`src/rtl/difftest_commit_sequencer.sv`:
```
// Serialises two commit slots into one in-order difftest stream through a FIFO.
// Also keeps retire/skip counters, a sticky overflow flag and a no-commit watchdog.
module difftest_commit_sequencer #(
   parameter int DEPTH   = 8,
   parameter int TIMEOUT = 5000
) (
   input  logic        clock,
   input  logic        reset,
   input  logic [31:0] diff_0_pc,
   input  logic [31:0] diff_0_inst,
   input  logic        diff_0_commit,
   input  logic        diff_0_skip,
   input  logic [31:0] diff_1_pc,
   input  logic [31:0] diff_1_inst,
   input  logic        diff_1_commit,
   input  logic        diff_1_skip,
   output logic        in_ready,
   output logic        out_valid,
   input  logic        out_ready,
   output logic [31:0] out_pc,
   output logic [31:0] out_inst,
   output logic        out_skip,
   output logic [63:0] commit_cnt,
   output logic [31:0] skip_cnt,
   output logic        overflow,
   output logic        hang
);
   localparam int AW = $clog2(DEPTH);
   localparam int CW = AW + 1;
   localparam int WW = $clog2(TIMEOUT + 1);

   logic [31:0]      r_pc   [DEPTH];
   logic [31:0]      r_inst [DEPTH];
   logic [DEPTH-1:0] r_skip;
   logic [AW-1:0]    r_rd;
   logic [AW-1:0]    r_wr;
   logic [CW-1:0]    r_count;
   logic [WW-1:0]    r_wdog;
   logic [63:0]      r_commit_cnt;
   logic [31:0]      r_skip_cnt;
   logic             r_overflow;
   logic             r_hang;

   logic [CW-1:0] w_free;
   logic          w_any;
   logic          w_acc;
   logic          w_wr0;
   logic          w_wr1;
   logic [AW-1:0] w_wr1_idx;
   logic [1:0]    w_n_enq;
   logic          w_deq;

   // in_ready looks only at registered occupancy, never at this cycle's dequeue
   assign w_free    = CW'(DEPTH) - r_count;
   assign in_ready  = w_free >= CW'(2);
   assign out_valid = r_count != '0;
   assign w_any     = diff_0_commit | diff_1_commit;
   assign w_acc     = w_any & in_ready;
   assign w_wr0     = w_acc & diff_0_commit;
   assign w_wr1     = w_acc & diff_1_commit;
   assign w_wr1_idx = r_wr + AW'(w_wr0);
   assign w_n_enq   = {1'b0, w_wr0} + {1'b0, w_wr1};
   assign w_deq     = out_valid & out_ready;

   assign out_pc     = r_pc[r_rd];
   assign out_inst   = r_inst[r_rd];
   assign out_skip   = r_skip[r_rd];
   assign commit_cnt = r_commit_cnt;
   assign skip_cnt   = r_skip_cnt;
   assign overflow   = r_overflow;
   assign hang       = r_hang;

   always_ff @(posedge clock) begin
      if (w_wr0) begin
         r_pc[r_wr]   <= diff_0_pc;
         r_inst[r_wr] <= diff_0_inst;
         r_skip[r_wr] <= diff_0_skip;
      end
      if (w_wr1) begin
         r_pc[w_wr1_idx]   <= diff_1_pc;
         r_inst[w_wr1_idx] <= diff_1_inst;
         r_skip[w_wr1_idx] <= diff_1_skip;
      end
   end

   always_ff @(posedge clock) begin
      if (reset) begin
         r_rd         <= '0;
         r_wr         <= '0;
         r_count      <= '0;
         r_wdog       <= '0;
         r_commit_cnt <= '0;
         r_skip_cnt   <= '0;
         r_overflow   <= 1'b0;
         r_hang       <= 1'b0;
      end else begin
         r_count <= r_count + CW'(w_n_enq) - CW'(w_deq);
         r_wr    <= r_wr + AW'(w_n_enq);
         if (w_deq) begin
            r_rd         <= r_rd + AW'(1);
            r_commit_cnt <= r_commit_cnt + 64'd1;
            r_skip_cnt   <= r_skip_cnt + 32'(out_skip);
         end
         if (w_any && !in_ready)
            r_overflow <= 1'b1;
         if (w_n_enq != 2'd0)
            r_wdog <= '0;
         else if (r_wdog != WW'(TIMEOUT))
            r_wdog <= r_wdog + WW'(1);
         if (r_wdog == WW'(TIMEOUT))
            r_hang <= 1'b1;
      end
   end
endmodule
```
`config.mk`:
```
export PLATFORM = sky130hd
export DESIGN_NAME = difftest_commit_sequencer
export DESIGN_NICKNAME = d
export VERILOG_FILES = /design/src/rtl/difftest_commit_sequencer.sv
export SDC_FILE = /design/constraint.sdc
export NUM_CORES = 1
export LEC_CHECK = 0
export ABC_CLOCK_PERIOD_IN_PS = 15900
export BUFFER_PORTS_ARGS = -buffer_cell sky130_fd_sc_hd__clkbuf_2
export CAP_MARGIN = 30
export CORE_ASPECT_RATIO = 0.5
export CORE_MARGIN = 2
export CORE_UTILIZATION = 40
export DETAILED_ROUTE_END_ITERATION = 8
export PLACE_DENSITY = 0.7
export RECOVER_POWER = 50
export SYNTH_ARGS = -nofsm -noshare
export SYNTH_HDL_FRONTEND = slang
export SYNTH_SLANG_ARGS = --single-unit
```
`constraint.sdc`:
```
create_clock -name clock -period 15.9 [get_ports clock]
set_input_delay 1.59 -clock clock [delete_from_list [all_inputs] [get_ports clock]]
set_output_delay 1.59 -clock clock [all_outputs]
set_load 0.05 [all_outputs]
```
Word-level counts from Yosys, hierarchy flattened
Memory sizes are Yosys's and may differ from the RTL's. A register that Yosys moved wholly into a read port is not among the register bits.
Index checks and enable logic that the tools add are counted.
W data, S select, Z words.
{"block": "op_classes", "n_eq_ne": 2, "n_mux": 18, "n_reduce_logical": 7, "addsub": 10, "n_bitwise": 5, "n_lt_le_gt_ge": 6}
{"cell": "$add A64 B1 Y64 const B", "n": 1}
{"cell": "$add A32 B1 Y32", "n": 1}
{"cell": "$bwmux W8", "n": 2}
{"cell": "$mux W8", "n": 2}
{"cell": "$add A13 B1 Y13 const B", "n": 1}
{"cell": "$eq A13 B13 Y1 const B", "n": 1}
{"cell": "$ne A13 B13 Y1 const B", "n": 1}
{"cell": "$lt A3 B4 Y1 const B", "n": 3}
{"cell": "$mux W3", "n": 4}
{"cell": "$mux W1", "n": 7}
{"cell": "$demux W1 S3", "n": 2}
{"cell": "$ge A3 B1 Y1 const B", "n": 2}
{"cell": "$add A4 B2 Y4", "n": 1}
{"cell": "$and A1 B1 Y1", "n": 4}
{"cell": "$ge A4 B2 Y1 const B", "n": 1}
{"cell": "$reduce_bool A4 Y1", "n": 1}
{"cell": "$sub A4 B1 Y4", "n": 1}
{"cell": "$sub A4 B4 Y4 const A", "n": 1}
{"cell": "$add A3 B1 Y3", "n": 1}
{"cell": "$add A3 B1 Y3 const B", "n": 1}
{"cell": "$add A3 B2 Y3", "n": 1}
{"cell": "$bmux W1 S3", "n": 1}
{"cell": "$logic_and A1 B1 Y1", "n": 3}
{"cell": "$add A1 B1 Y2", "n": 1}
{"cell": "other kinds (4)", "n": 4}
{"block": "totals", "n_memories": 2, "ramBits": 512, "reg_bits": 129, "elab_cells": 59}
{"memory": "r_inst", "words": 8, "width": 32, "rd": 1, "rd_ports_with_merged_regs": 1, "write_ports": 2, "line": "33", "rtl": "logic [31:0] r_inst [DEPTH];"}
{"memory": "r_pc", "words": 8, "width": 32, "rd": 1, "rd_ports_with_merged_regs": 1, "write_ports": 2, "line": "32", "rtl": "logic [31:0] r_pc [DEPTH];"}

Depth between registers and ports, before layout
Gate-level depths: netlist of the first run.
{"block": "depth", "depth_word": 11, "mapped_depth": 17}

Worst setup path before layout of the first run
No wires, ideal clock.
{"block": "synth_timing", "path_type": "input port to flip-flop", "from": "input diff_0_commit", "to": "memory r_inst[6][0] (enable)", "stages": 3, "setup_slack_ps": 8488, "arrival_time_ps": 6831, "setup_ps": 581, "path_buffers": 1, "path_cell_list": "a21bo_1 -> clkbuf_1 -> o31ai_1"}
{"item": "start: declaration", "line": "11", "rtl": "input logic diff_0_commit,"}
{"item": "end: declaration", "line": "33"}

==> summary.txt, run 1 <==
status -> finished with violations
failing checks -> max-capacitance violations, max-slew violations
clock sink total -> 644
number of global-route vias before repair -> 19900
critical path class -> reg2out
# rows -> 72
via count -> 19600
Worst VDD drop -> 0.153 mV
TNS Setup -> 0 ns
CTS Buf Count -> 58
CTS root buf -> clkbuf_16
register bit count reported by yosys -> 644
fraction of registers with async set/reset -> 0%
top post-synthesis cells by count -> 581 x mux2_2, 512 x edfxtp_1, 132 x dfxtp_1
Seq/Total Area, Yosys -> 57.0%
worst min path class -> reg2reg
initial antenna violation count -> 9
Synth cell types -> 49
fin. max-slew vios -> 824
IO buf count -> 299
Post-synth EDFFs -> 512
final hold violations -> 0
worst-skew pair later-pin latency -> 0.65 ns
Total GRT Usage -> 19.2%
Top Ports -> 300
achievable frequency -> 116 MHz
largest net degree at the start of global routing -> 90
post-CTS sizing -> 0
via/cell ratio -> 5.67
First-pass DRT Iterations -> 5
final worst-path cycle share -> 54.2%
number of remaining DRC errors -> 0
Std-Cell Core Area -> 77700 sq um
placed cell area -> 34400 sq um
PwrDens -> 165 nW/um^2
min Tclk post-route -> 8.61 ns
element type at the critical path end -> primary output
Synth Cell Area -> 31600 sq um
Die Wd -> 402 um
worst-path fanout max -> 52
synthesized instance count -> 2098
DP HPWL -> 47600 um
Synth Warn # -> 0
RePlAce Congestion -> 0.831
Final Setup Violations -> 0
first-pass GRT wire length -> 121000 um
Synth Area in Simple Gates -> 6.00%
relative slew slack -> -179%
Synth Area in Adders -> 0.799%
slew of the pin with the lowest slew margin -> 4.18 ns
fraction of layout cells with a size suffix above 1 -> 39.7%
WP data required -> 14.31 ns
Mean Syn Cell Area -> 15.1 sq um
Synth area leader -> edfxtp_1
maximum buffer depth of the clock tree -> 3
syn_nets -> 2252
worst setup margin -> 7.29 ns
RSZ-0062 raised after global routing -> false
Initial Util -> 40.7%
Area growth syn-to-layout -> 13.7%
largest cells by area after synthesis -> edfxtp_1 49%, mux2_2 21%, mux4_2 9.3%, dfxtp_1 8.4%, xnor2_1 1.2%
top-count cell post-synth -> mux2_2
Detailed Route WL -> 79700 um
compound-gate portion of the synthesized area -> 2.45%
CTS tree -> yes
Layout Skew -> 0.0243 ns
MaxCap Viol Count -> 22
post-synthesis mux area share -> 29.9%
Die Area -> 81500 sq um
Reg clk slew, reported paths -> 0.07 ns
ANT nets after route -> 0
die height -> 203 um
layout net count -> 2519
cts hold-fix bufs -> 0
CP arrival -> 7.02 ns
CP Launch Type -> flip-flop
remaining global-route overflow -> 0
Yosys top cell area share -> 48.6%
Lkg Pwr -> 11.5 nW
initial DRC count -> 1538
depth of the CTS H-tree -> 2
Design Area, Final -> 35900 sq um
dominant combinational cell family by area after synthesis -> multiplexers
postcts setup bufs -> 0
Synth Area in XOR/XNOR -> 1.88%
DR WL/cell -> 23.1 um
most common flop cell mapped by yosys -> edfxtp_1
pre-CTS setup slack -> 9.76 ns
-- worst max-delay path, cell delays in order (launching register included) --
cell and delay [ns]:
dfxtp_1 1.06, clkbuf_1 1.35, clkbuf_1 2.54, mux4_2 0.66
mux2_2 0.18, clkbuf_1 0.52
-- cells in the final DEF (no fill, tap or decap), drive strengths merged, types with 3 or more instances in the layout --
cell type and instances:
o41ai 5, inv 39, and2 5, mux2 581, a211o 6, and3 9, clkbuf 394, nor4 24
buf 13, nand4 40, clkinv 23, mux4 130, ha 17, nand4b 4, nand2 60, edfxtp 512
o31ai 17, a31oi 6, xnor2 43, nor2b 6, nor3 21, or3 37, xor2 25, nand2b 3
dfxtp 132, or2 4, or4 7, nand3 35, and4 10, o21ai 33, nor2 96, a21oi 51
diode 9
-- final cells by class --
class | count | area [sq um]
Timing Repair Buffer | 331 | 1570
Sequential cell | 644 | 18000
Fill cell | 6821 | 41800
Multi-Input combinational cell | 1293 | 13000
Tap cell | 1036 | 1300
Clock inverter | 29 | 248
Antenna cell | 9 | 22.5
Clock buffer | 76 | 1620
Inverter | 37 | 139
-- sequential cells by signal, indices dropped and copies added, names as in the netlist, 3 cells and up, named ones only --
register    count
r_inst        256
r_wdog         13
commit_cnt     64
r_skip          8
r_count         4
skip_cnt       32
r_wr            3
r_pc          256
r_rd            3
-- report_power, final --
group          switching (mW)  internal, mW
Sequential              0.123          2.26
Combinational            1.33         0.802
Clock                   0.648         0.755
-- final timing paths --
kind | depth (start not counted) | start | end | slack, ns
max | 5 | flip-flop | out_pc[13] | 7.29
min | 2 | overflow | overflow | 0.45
max reg2reg | 15 | r_count[0] | r_pc[2][7] | 8.30
min reg2reg | 2 | overflow | overflow | 0.45
-- per-layer routing --
metal	vias up	routed length (um)	track usage [%]	part of all wire (%)
met3	139	4130	2.84	5.2
met2	569	40800	33.3	51
met5	-	0	0	0
met1	10100	32500	24.6	41
met4	0	2330	6.59	2.9
li1	8811	-	-	-
-- through the flow --
stage	hold WS (ns)	total power, mW	utilization [%]	cells
after floorplan	0.447	4.01	-	2098
after global placement	0.433	4.55	44.1	3331
after detailed placement	0.440	4.59	44.3	3336
after CTS	0.450	5.99	46.7	3441
after global routing	0.487	6.17	46.2	3455
final	0.454	5.93	46.2	3455
-- cells by family (layout without fill, tap and decap cells) --
logic type      count (synthesis)  count (layout)
compound gates                129             129
xor+xnor                       68              68
fa+ha+maj                      19              19
buf+inv                       161             473
flops                         644             644
mux                           711             711
other cells                     0               9
simple gates                  366             366
(Power assumes the default switching activity.)
==> run 2: changes to the inputs <==
- ABC_AREA: not set -> 1
- ABC_CLOCK_PERIOD_IN_PS: 15900 -> 8300
- PLACE_DENSITY: 0.7 -> 0.69
- clock period: 15.9 -> 8.3 ns (I/O delays scaled with it)
==> summary.txt, run 2 <==
fraction of registers with async set/reset -> 0%
Layout Skew -> 0.0379 ns
die height -> 206 um
Worst Path Buf+Inv -> 2
Top Ports -> 300
Synth cell types -> 47
via/cell ratio -> 5.33
WP data required -> 8.55 ns
First-pass DRT Iterations -> 8
worst-skew pair later-pin latency -> 0.65 ns
CTS root buf -> clkbuf_16
first-pass GRT wire length -> 145000 um
initial DRC count -> 2560
element type at the critical path end -> flip-flop
critical path depth -> 11
Design Area, Final -> 36400 sq um
cts hold-fix bufs -> 0
placed cell area -> 34700 sq um
fin. max-slew vios -> 540
synthesized instance count -> 3882
Worst VDD drop -> 0.215 mV
ANT nets after route -> 0
initial antenna violation count -> 13
TNS Setup -> 0 ns
min Tclk post-route -> 6.23 ns
syn_nets -> 4036
Area growth syn-to-layout -> 10.9%
postcts setup bufs -> 0
Initial Util -> 40.3%
largest net degree at the start of global routing -> 117
R2R depth -> 11
top-count cell post-synth -> nand2_1
critical path's top delay family -> simple AND/OR/NAND/NOR gates
clock sink total -> 644
CTS tree -> yes
Yosys top cell area share -> 46.9%
most common flop cell mapped by yosys -> edfxtp_1
MaxCap Viol Count -> 15
Reg clk slew, reported paths -> 0.06 ns
maximum buffer depth of the clock tree -> 3
Die Wd -> 409 um
final hold violations -> 0
register bit count reported by yosys -> 644
Lkg Pwr -> 13.2 nW
CP peak stage delay -> 1.50 ns
critical path class -> reg2reg
most common cell after layout, fill and taps aside -> nand2_1
largest cells by area after synthesis -> edfxtp_1 47%, nand2_1 9.3%, dfxtp_1 8.1%, nor2_1 7.6%, o21ai_1 6.9%
Seq/Total Area, Yosys -> 55.0%
Worst path slowest cell -> nand2_1
layout net count -> 4196
number of global-route vias before repair -> 26300
Mean Syn Cell Area -> 8.45 sq um
Std-Cell Core Area -> 81400 sq um
number of remaining DRC errors -> 0
achievable frequency -> 160 MHz
crit-path cells -> inv_1, ha_1, or2_0, nor3_2, nand2_1, nand2_1, nand2_2, nand2_1, nand2_1, nand2_1, buf_4
Final Setup Violations -> 0
Synth Cell Area -> 32800 sq um
Synth area leader -> edfxtp_1
worst min path class -> reg2reg
Detailed Route WL -> 94000 um
relative slew slack -> -94.4%
depth of the CTS H-tree -> 2
DR WL/cell -> 18.1 um
Post-synth EDFFs -> 512
RePlAce Congestion -> 0.912
remaining global-route overflow -> 0
via count -> 27800
commonest cells after routing, fill and taps aside -> 815 x nand2_1, 664 x nor2_1, 584 x o21ai_0
IO buf count -> 299
slew of the pin with the lowest slew margin -> 2.92 ns
Total GRT Usage -> 21.7%
PwrDens -> 314 nW/um^2
hold path cells -> 2
failing checks -> max-capacitance violations, max-slew violations
CP Launch Type -> flip-flop
Die Area -> 84400 sq um
top post-synthesis cells by count -> 810 x nand2_1, 661 x nor2_1, 512 x edfxtp_1
final worst-path cycle share -> 75.1%
fraction of layout cells with a size suffix above 1 -> 7.78%
CTS Buf Count -> 60
Most Frequent Cell on Critical Path -> nand2_1
RSZ-0062 raised after global routing -> false
# rows -> 74
Synth Warn # -> 0
DP HPWL -> 56600 um
CP arrival -> 6.48 ns
post-CTS sizing -> 0
status -> finished with violations
worst-path fanout max -> 47
-- run 2: cell types whose count changed after synthesis, sizes merged, moves of 23 or more --
cell	change
o21ai	+787
nand2	+758
mux2	-581
nor2	+569
inv	+240
mux4	-130
buf	+104
o22ai	+68
a31oi	+61
or3	-36
xnor2	-35
nand3	+34
nor3	+25
nor4	-23
-- run 2: cell families after synthesis --
logic type,synth area share [%]
buffers and inverters,7.19
adder cells (fa/ha/maj),0.771
AO/OA/AOI/OAI,16.3
flip-flops,55.0
AND/OR/NAND/NOR,20.1
XOR/XNOR,0.721
-- run 2: area by class of cell --
cell class	instances	area [sq um]
Antenna cell	14	35.0
Clock buffer	80	1620
Clock inverter	28	240
Fill cell	7904	45000
Inverter	278	1050
Multi-Input combinational cell	2727	12400
Sequential cell	644	18000
Tap cell	1102	1380
Timing Repair Buffer	331	1650
-- run 2: worst reg2reg max path, stage by stage (launching register included) --
cell and delay, ns:
dfxtp_1 0.34, inv_1 0.08, ha_1 0.30, or2_0 0.21, nor3_2 0.10, nand2_1 0.28, nand2_1 0.38, nand2_2 0.07
nand2_1 0.50, nand2_1 1.23, nand2_1 1.51, buf_4 0.80
-- run 2: path summary, 6_finish.rpt --
check | start | end | slack (ns)
worst max register to register | r_count[0] | r_pc[2][25] | 2.07
worst max-delay path | r_count[0] | r_pc[2][25] | 2.07
worst min register to register | overflow | overflow | 0.47
worst min-delay path | overflow | overflow | 0.47
-- run 2: through the flow --
step / setup slack (ns) / util (%) / std cells / hold WS, ns / power [mW]
after global routing: 1.69 / 44.7 / 5203 / 0.496 / 12.0
after detailed placement: 3.78 / 42.7 / 5080 / 0.465 / 8.89
after global placement: 3.87 / 42.6 / 5079 / 0.442 / 8.78
after CTS: 3.45 / 45.0 / 5188 / 0.472 / 11.6
after floorplan: 2.69 / - / 3882 / 0.449 / 7.73
final: 2.07 / 44.7 / 5204 / 0.471 / 11.4
-- run 2: layer usage --
layer	GRT usage [%]	vias up	wire, um
met5	0	-	0
met2	38.5	1067	46200
met3	2.50	162	6760
li1	-	13500	-
met1	27.3	13000	38200
met4	8.01	0	2920
-- run 2: power breakdown --
part           switching [mW]  total, mW  leakage [nW]  internal [mW]
combinational            3.21       4.15          6.50          0.940
clock                    1.25       2.68         0.908           1.44
sequential              0.225       4.58          5.76           4.36
total                    4.68       11.4          13.2           6.74
